===== src/rtl/pipe_pkg.sv =====
// Shared definitions for pipeline boundary latches: holding-state encoding and
// the instruction NOP used as the default bubble payload.
package pipe_pkg;

  typedef enum logic [1:0] {
    ST_EMPTY = 2'b00,
    ST_ONE   = 2'b01,
    ST_TWO   = 2'b11
  } pipe_state_t;

  localparam logic [31:0] NOP_INSN = 32'h0000_0000;

endpackage


===== src/rtl/reg_en_w.sv =====
// WIDTH-bit enable register with synchronous active-high clear to RESET_VALUE.
module reg_en_w #(
  parameter int               WIDTH       = 32,
  parameter logic [WIDTH-1:0] RESET_VALUE = '0
) (
  input  logic             clk,
  input  logic             clr,
  input  logic             en,
  input  logic [WIDTH-1:0] d,
  output logic [WIDTH-1:0] q
);

  always_ff @(posedge clk) begin
    if (clr) begin
      q <= RESET_VALUE;
    end else if (en) begin
      q <= d;
    end
  end

endmodule


===== src/rtl/pipe_skid_reg.sv =====
// Pipeline boundary latch with valid/ready handshake, flush-to-bubble and a
// 2-entry skid buffer. Optional stall counter: define PIPE_SKID_STALL_CNT_EN.
//
// state    | meaning
// ST_EMPTY | nothing held, out_valid=0, in_ready=1
// ST_ONE   | main holds a payload, skid free, in_ready=1
// ST_TWO   | main and skid both hold payloads, in_ready=0
module pipe_skid_reg
  import pipe_pkg::*;
#(
  parameter int               WIDTH       = 32,
  parameter logic [WIDTH-1:0] RESET_VALUE = '0,
  parameter logic [WIDTH-1:0] FLUSH_VALUE = WIDTH'(NOP_INSN),
  parameter int               CNT_W       = 16
) (
  input  logic             clk,
  input  logic             clr,
  input  logic             flush,
  input  logic             in_valid,
  output logic             in_ready,
  input  logic [WIDTH-1:0] in_data,
  output logic             out_valid,
  input  logic             out_ready,
  output logic [WIDTH-1:0] out_data
`ifdef PIPE_SKID_STALL_CNT_EN
  ,
  output logic [CNT_W-1:0] stall_cnt
`endif
);

  pipe_state_t      state_q;
  pipe_state_t      state_d;
  logic             main_valid;
  logic             skid_valid;
  logic             in_fire;
  logic             out_fire;
  logic             main_en;
  logic             main_from_skid;
  logic             skid_en;
  logic [WIDTH-1:0] main_d;
  logic [WIDTH-1:0] skid_d;
  logic [WIDTH-1:0] skid_q;

  // in_ready comes straight off a state flop, so it never sees out_ready.
  assign main_valid = state_q[0];
  assign skid_valid = state_q[1];
  assign in_ready   = ~skid_valid;
  assign out_valid  = main_valid;
  assign in_fire    = in_valid & in_ready;
  assign out_fire   = main_valid & out_ready;

  always_ff @(posedge clk) begin
    if (clr) begin
      state_q <= ST_EMPTY;
    end else begin
      state_q <= state_d;
    end
  end

  always_comb begin
    state_d        = state_q;
    main_en        = 1'b0;
    main_from_skid = 1'b0;
    skid_en        = 1'b0;
    if (flush) begin
      state_d = ST_EMPTY;
    end else begin
      case (state_q)
        ST_EMPTY: begin
          if (in_fire) begin
            state_d = ST_ONE;
            main_en = 1'b1;
          end
        end
        ST_ONE: begin
          if (in_fire && out_fire) begin
            main_en = 1'b1;
          end else if (in_fire) begin
            state_d = ST_TWO;
            skid_en = 1'b1;
          end else if (out_fire) begin
            state_d = ST_EMPTY;
          end
        end
        ST_TWO: begin
          if (out_fire) begin
            state_d        = ST_ONE;
            main_en        = 1'b1;
            main_from_skid = 1'b1;
          end
        end
        default: state_d = ST_EMPTY;
      endcase
    end
  end

  // Flush overwrites both entries with the bubble payload.
  assign main_d = flush ? FLUSH_VALUE : (main_from_skid ? skid_q : in_data);
  assign skid_d = flush ? FLUSH_VALUE : in_data;

  reg_en_w #(
    .WIDTH       (WIDTH),
    .RESET_VALUE (RESET_VALUE)
  ) u_main (
    .clk (clk),
    .clr (clr),
    .en  (main_en | flush),
    .d   (main_d),
    .q   (out_data)
  );

  reg_en_w #(
    .WIDTH       (WIDTH),
    .RESET_VALUE (RESET_VALUE)
  ) u_skid (
    .clk (clk),
    .clr (clr),
    .en  (skid_en | flush),
    .d   (skid_d),
    .q   (skid_q)
  );

`ifdef PIPE_SKID_STALL_CNT_EN
  always_ff @(posedge clk) begin
    if (clr) begin
      stall_cnt <= '0;
    end else if (main_valid && !out_ready && !flush && (stall_cnt != {CNT_W{1'b1}})) begin
      stall_cnt <= stall_cnt + 1'b1;
    end
  end
`endif

endmodule


===== config.mk =====
export PLATFORM = sky130hd
export DESIGN_NAME = pipe_skid_reg
export DESIGN_NICKNAME = d
export VERILOG_FILES = /design/src/rtl/pipe_pkg.sv /design/src/rtl/reg_en_w.sv /design/src/rtl/pipe_skid_reg.sv
export SDC_FILE = /design/constraint.sdc
export NUM_CORES = 1
export LEC_CHECK = 0
export ABC_AREA = 1
export CAP_MARGIN = 20
export CORE_MARGIN = 3
export CORE_UTILIZATION = 56
export CTS_BUF_LIST = sky130_fd_sc_hd__clkbuf_8
export DETAILED_ROUTE_END_ITERATION = 10
export GPL_TIMING_DRIVEN = 0
export PLACE_DENSITY_LB_ADDON = 0.1
export SLEW_MARGIN = 15
export SYNTH_ARGS = -nofsm -noshare
export SYNTH_HDL_FRONTEND = slang
export SYNTH_SLANG_ARGS = --single-unit

===== constraint.sdc =====
create_clock -name clk -period 3.6 [get_ports clk]
set_input_delay 0.72 -clock clk [delete_from_list [all_inputs] [get_ports clk]]
set_output_delay 0.72 -clock clk [all_outputs]
set_load 0.01 [all_outputs]

==> results of run 1 <==
state kept, by name, summed over array words and instances, names as in the netlist:
| name | count |
|---|---|
| u_main.q | 32 |
| state_q | 2 |
| u_skid.q | 32 |
metal layers:
layer / wire length [um] / GRT usage, %
met1: 3460 / 34.3
met2: 3800 / 45.0
met3: 709 / 6.28
met4: 104 / 8.11
met5: 0 / 0
critical path, cell delays in order (launching register included):
cell,delay [ns]
dfxtp_1,0.37
inv_1,0.16
clkdlybuf4s50_1,0.56
final cells by class:
type                    count  area share [%]
multi-input cells         290            36.0
flip-flops and latches     66            32.9
clock buffers              10            3.42
inverters                  40            3.80
well taps                  70            2.18
clock inverters             6           0.654
plain buffers              27            4.11
repair buffers             68            16.9
report_power, final:
group,leakage [nW],internal [W],switching [W]
combinational,1.07,0.000130,0.000139
sequential,0.539,0.000761,0.0000151
clock,0.0996,0.000257,0.000269
logic make-up (layout without fill, tap and decap cells):
| logic type | Yosys count | in the layout | synth area share, % |
|---|---|---|---|
| AND/OR/NAND/NOR | 182 | 182 | 26.9 |
| AO/OA/AOI/OAI | 103 | 103 | 18.0 |
| buffers and inverters | 67 | 151 | 10.3 |
| flip-flops | 66 | 66 | 42.8 |
| adder cells (fa/ha/maj) | 5 | 5 | 2.03 |
stage by stage:
| stage | total power, W | util [%] | cells |
|---|---|---|---|
| after floorplan | 0.000932 | - | 423 |
| after global placement | 0.00105 | 74.1 | 561 |
| after detailed placement | 0.00106 | 74.1 | 561 |
| after CTS | 0.00157 | 77.2 | 577 |
| after global routing | 0.00163 | 77.2 | 577 |
| final | 0.00157 | 77.2 | 577 |
final timing paths:
path                                   start           end  slack, ns  cells past startpoint
worst max-delay path              state_q[1]      in_ready       1.44                      2
worst min-delay path            u_skid.q[30]  u_skid.q[30]       0.46                      2
worst max register to register    state_q[0]  u_main.q[18]       1.65                      7
worst min register to register  u_skid.q[30]  u_skid.q[30]       0.46                      2
cells in the mapped netlist:
master,count
a211oi_1,11
a211oi_2,1
a21boi_0,1
a21oi_1,34
buf_1,2
buf_2,12
buf_4,1
buf_6,6
clkbuf_1,6
dfxtp_1,66
ha_1,5
inv_1,37
inv_2,2
inv_4,1
nand2_1,73
nand2_2,2
nand2_4,2
nand3_1,20
nand3_2,1
nand3_4,1
nand3b_1,15
nand4_1,1
nor2_1,63
nor2_2,3
nor2_8,1
o21ai_0,41
o21ai_1,14
o22ai_1,1
==> summary.md, run 1 <==
| Metric | Value |
|---|---|
| Worst Tran Pin Value | `0.513 ns` |
| Final Hold Viols | `0` |
| CP max FO | `6` |
| Sequential share of the synthesized area | `42.8%` |
| Min Hold Slack | `0.463 ns` |
| Final WS setup | `1.44 ns` |
| Share of the synthesized area in the top cell type | `42.8%` |
| CTS buffer count | `9` |
| Vias | `3,115` |
| Clock sinks | `66` |
| Post-synth design cell area | `3090 um2` |
| GRT Total Usage | `26.9%` |
| CTS tree | `built` |
| Post-route cell area | `4020 um2` |
| WS Path Type | `register to primary output` |
| Cell variety after synth | `28` |
| Grt ovf | `0` |
| Synth area leaders | `dfxtp_1, nand2_1, nor2_1` |
| ANT nets after route | `0` |
| Drt first pass iters | `5` |
| Io pins | `71` |
| Bufs on Longest Clock Path | `2` |
| Pin count of the biggest net entering global routing | `11` |
| Syn Nets | `465` |
| Pre-CTS setup slack | `1.14 ns` |
| CP Capture Type | `primary output` |
| Ant. Diodes | `0` |
| Seq. cell area | `1320 um2` |
| Die Ht | `80.2 um` |
| RSZ-0062 raised after global routing | `no` |
| Dominant cell type by area after synthesis | `dfxtp_1` |
| Detailed Place HPWL | `5.62 mm` |
| Global-route wire length before repair | `13.7 mm` |
| Hold WC Path Type | `register to register` |
| YS warnings | `0` |
| FF+latch count, synth | `66` |
| Ratio of cells with drive above 1 in the final layout | `9.07%` |
| Commonest non-fill, non-tap cell in the layout | `nand2_1` |
| Initial antenna violation count | `0` |
| Worst vdd ir | `0.314 mV` |
| DR iter-0 viols | `349` |
| Row count | `26` |
| Slew HR | `65.8%` |
| Critical path data arrival time | `1.44 ns` |
| Final setup viols | `0` |
| Tcrit/Tclk final | `59.9%` |
| Routed WL | `8.07 mm` |
| Final setup TNS | `0 ns` |
| Vias in the first global route | `3,026` |
| DR DRC count | `0` |
| Clock Root Buffer | `clkbuf_8` |
| Most frequent cells in the layout | `nand2_1, clkdlybuf4s50_1, dfxtp_1` |
| Layout fillers | `422` |
| Vias per inst | `5.40` |
| Worst Skew | `0.00442 ns` |
| Avg Inst Size Synth | `7.30 um2` |
| Outcome | `completed` |
| Postcts setup bufs | `0` |
| Core area | `5200 um2` |
| Mapped Cells | `423` |
| Crit start category | `register` |
| Fin. max-slew vios | `0` |
| Wire per inst | `14.0 um` |
| Layout Nets | `544` |
| Post-placement cell area | `3850 um2` |
| IO buf count | `68` |
| Clock Pin Slew Worst Setup and Hold Paths | `0.07 ns` |
| Max-cap violation count | `0` |
| Power Density | `391 nW/um2` |
| WP data required | `2.88 ns` |
| Final min period | `2.16 ns` |
| Die outline area | `6440 um2` |
| Latest clock arrival within the worst-skew pair | `0.34 ns` |
| Fmax | `464 MHz` |
| Multi-input logic area | `1450 um2` |
| Die span in x | `80.2 um` |
| P&R area growth vs syn | `30.2%` |
| Initial core utilization | `59.3%` |
| CTS Hold Buffers Added | `0` |
| H-tree Lvls | `3` |
| Final GP Congestion | `0.861` |
| CTS resizes | `0` |
| Leakage power | `1.70 nW` |
Note: power is estimated with default switching activity, not from simulation.
==> run 2: changes to the inputs <==
--- a/config.mk
+++ b/config.mk
@@ -8,7 +8,7 @@
 export ABC_AREA = 1
 export CAP_MARGIN = 20
 export CORE_MARGIN = 3
-export CORE_UTILIZATION = 56
+export CORE_UTILIZATION = 47
 export CTS_BUF_LIST = sky130_fd_sc_hd__clkbuf_8
 export DETAILED_ROUTE_END_ITERATION = 10
 export GPL_TIMING_DRIVEN = 0
==> constraint.sdc (replaced) <==
create_clock -name clk -period 1.79 [get_ports clk]
set_input_delay 0.358 -clock clk [delete_from_list [all_inputs] [get_ports clk]]
set_output_delay 0.358 -clock clk [all_outputs]
set_load 0.01 [all_outputs]
==> summary.md, run 2 (synthesized netlist as in run 1, its figures left out) <==
| Metric | Value |
|---|---|
| Outcome | `completed` |
| Worst Skew | `0.00734 ns (+0.00291 ns)` |
| Worst r2r src | `state_q[0]` |
| WP data required | `1.43 ns (-1.45 ns)` |
| Top flop regs | `u_main.q (32), u_skid.q (32), state_q (2)` |
| Vias | `3,034 (-2.6%)` |
| Max-cap violation count | `0 (unchanged)` |
| CTS Hold Buffers Added | `0 (unchanged)` |
| WS Path Type | `register to primary output` |
| Clock sinks | `66 (unchanged)` |
| Io pins | `71 (unchanged)` |
| Final setup viols | `0 (unchanged)` |
| Vias per inst | `5.22 (-3.3%)` |
| Detailed Place HPWL | `5.69 mm (+1.3%)` |
| Ratio of cells with drive above 1 in the final layout | `10.1% (+1.0 points)` |
| Global-route wire length before repair | `13.2 mm (-3.5%)` |
| Row count | `28 (+7.7%)` |
| Die outline area | `7580 um2 (+18%)` |
| R2R setup slack | `0.11 ns (-1.54 ns)` |
| Worst reg2reg endpoint | `u_main.q[21]` |
| Fin. max-slew vios | `0 (unchanged)` |
| DR DRC count | `0 (unchanged)` |
| Worst Tran Pin Value | `0.514 ns (+0.000934 ns)` |
| Clock Pin Slew Worst Setup and Hold Paths | `0.07 ns (about the same)` |
| Pre-CTS setup slack | `-0.292 ns (-1.43 ns)` |
| DR iter-0 viols | `139 (-60%)` |
| Tcrit/Tclk final | `94.8%` |
| Ant. Diodes | `0 (unchanged)` |
| WHS Path Cells | `4 (+2)` |
| Final setup TNS | `0 ns (unchanged)` |
| Postcts setup bufs | `0 (unchanged)` |
| P&R area growth vs syn | `31.6%` |
| Power, Total | `0.00330 W (+110%)` |
| Die span in x | `87.0 um (+8.5%)` |
| Hold WC Path Type | `input port to register` |
| Die Ht | `87.0 um (+8.5%)` |
| CP Capture Type | `primary output` |
| CTS buffer count | `9 (unchanged)` |
| Initial core utilization | `50.3% (-9.0 points)` |
| Core area | `6130 um2 (+18%)` |
| Final min period | `1.70 ns` |
| Final GP Congestion | `0.809 (-5.9%)` |
| Most frequent cells in the layout | `nand2_1, clkdlybuf4s50_1, dfxtp_1` |
| CP startpoint | `state_q[1]` |
| Wire per inst | `13.6 um (-2.5%)` |
| Layout Nets | `544 (unchanged)` |
| Bufs on Longest Clock Path | `2 (unchanged)` |
| Fmax | `589 MHz` |
| CP max FO | `6 (unchanged)` |
| Routed WL | `7.93 mm (-1.8%)` |
| Latest clock arrival within the worst-skew pair | `0.34 ns (about the same)` |
| Vias in the first global route | `2,902 (-4.1%)` |
| Leakage power | `1.71 nW (+0.45%)` |
| Slew HR | `65.8% (about the same)` |
| Clock Root Buffer | `clkbuf_8` |
| Commonest non-fill, non-tap cell in the layout | `nand2_1` |
| IO buf count | `68 (unchanged)` |
| Initial antenna violation count | `0 (unchanged)` |
| GRT Total Usage | `22.1% (-4.7 points)` |
| R2r worst-path depth | `9 (+2)` |
| Crit path to | `in_ready` |
| H-tree Lvls | `3 (unchanged)` |
| Drt first pass iters | `4 (-1)` |
| Power Density | `812 nW/um2 (+110%)` |
| Worst vdd ir | `0.445 mV (+42%)` |
| CTS tree | `built` |
| Critical path data arrival time | `1.34 ns (-0.10 ns)` |
| Crit start category | `register` |
| Grt ovf | `0 (unchanged)` |
| Pin count of the biggest net entering global routing | `11 (unchanged)` |
| Final Hold Viols | `0 (unchanged)` |
| ANT nets after route | `0 (unchanged)` |
| Final WS setup | `0.0923 ns (-1.35 ns)` |
## run 2: changes by cell type in the layout (fill, tap and decap cells not counted), moves of 2 or more
cell,previous run,this run
buf_2,12,10
clkbuf_4,0,2
dfxtp_1,66,64
dfxtp_4,0,2
inv_1,40,38
## run 2: critical path, stage by stage, from the launching register on
cell and delay, ns:
dfxtp_4 0.37, inv_2 0.09, clkdlybuf4s50_1 0.54
## run 2: cell type report
type                            count  area [um2]
Multi-Input combinational cell    290        1450
Fill cell                         565        2070
Tap cell                           75        93.8
Inverter                           40         153
Clock buffer                       10         138
Sequential cell                    66        1330
Buffer                             27         171
Timing Repair Buffer               68         681
Clock inverter                      5        47.5
## run 2: routing by layer
layer,share of wire [%],track usage [%]
met5,0,0
met4,1.9,10.6
met1,46,29.0
met3,5.1,3.69
met2,47,35.3
## run 2: metrics by stage
step	area [um2]	util, %	hold slack [ns]	instances
after floorplan	3090	-	0.430	423
after global placement	3860	63.0	0.439	566
after detailed placement	3860	63.0	0.444	566
after CTS	4050	66.1	0.416	581
after global routing	4060	66.3	0.460	581
final	4060	66.3	0.434	581
## run 2: worst min path at each step
stage | endpoint | slack (ns) | from
after detailed placement | u_skid.q[19] | 0.44 | u_skid.q[19]
after global placement | u_skid.q[30] | 0.44 | u_skid.q[30]
final | u_skid.q[8] | 0.43 | flush
after floorplan | u_skid.q[19] | 0.43 | u_skid.q[19]
after CTS | u_skid.q[8] | 0.42 | flush
after global routing | u_skid.q[8] | 0.46 | flush
## run 2: what timing repair did
action | in CTS | in global routing
pin swaps | 0 | 1
hold endpoints to repair | 0 | 0
gates resized for setup | 4 | 5
setup endpoints to repair | 28 | 21
## run 2: power breakdown
part	switching, W	internal, W	total (W)
combinational	0.000274	0.000263	0.000537
clock	0.000544	0.000659	0.00120
sequential	0.0000307	0.00153	0.00156
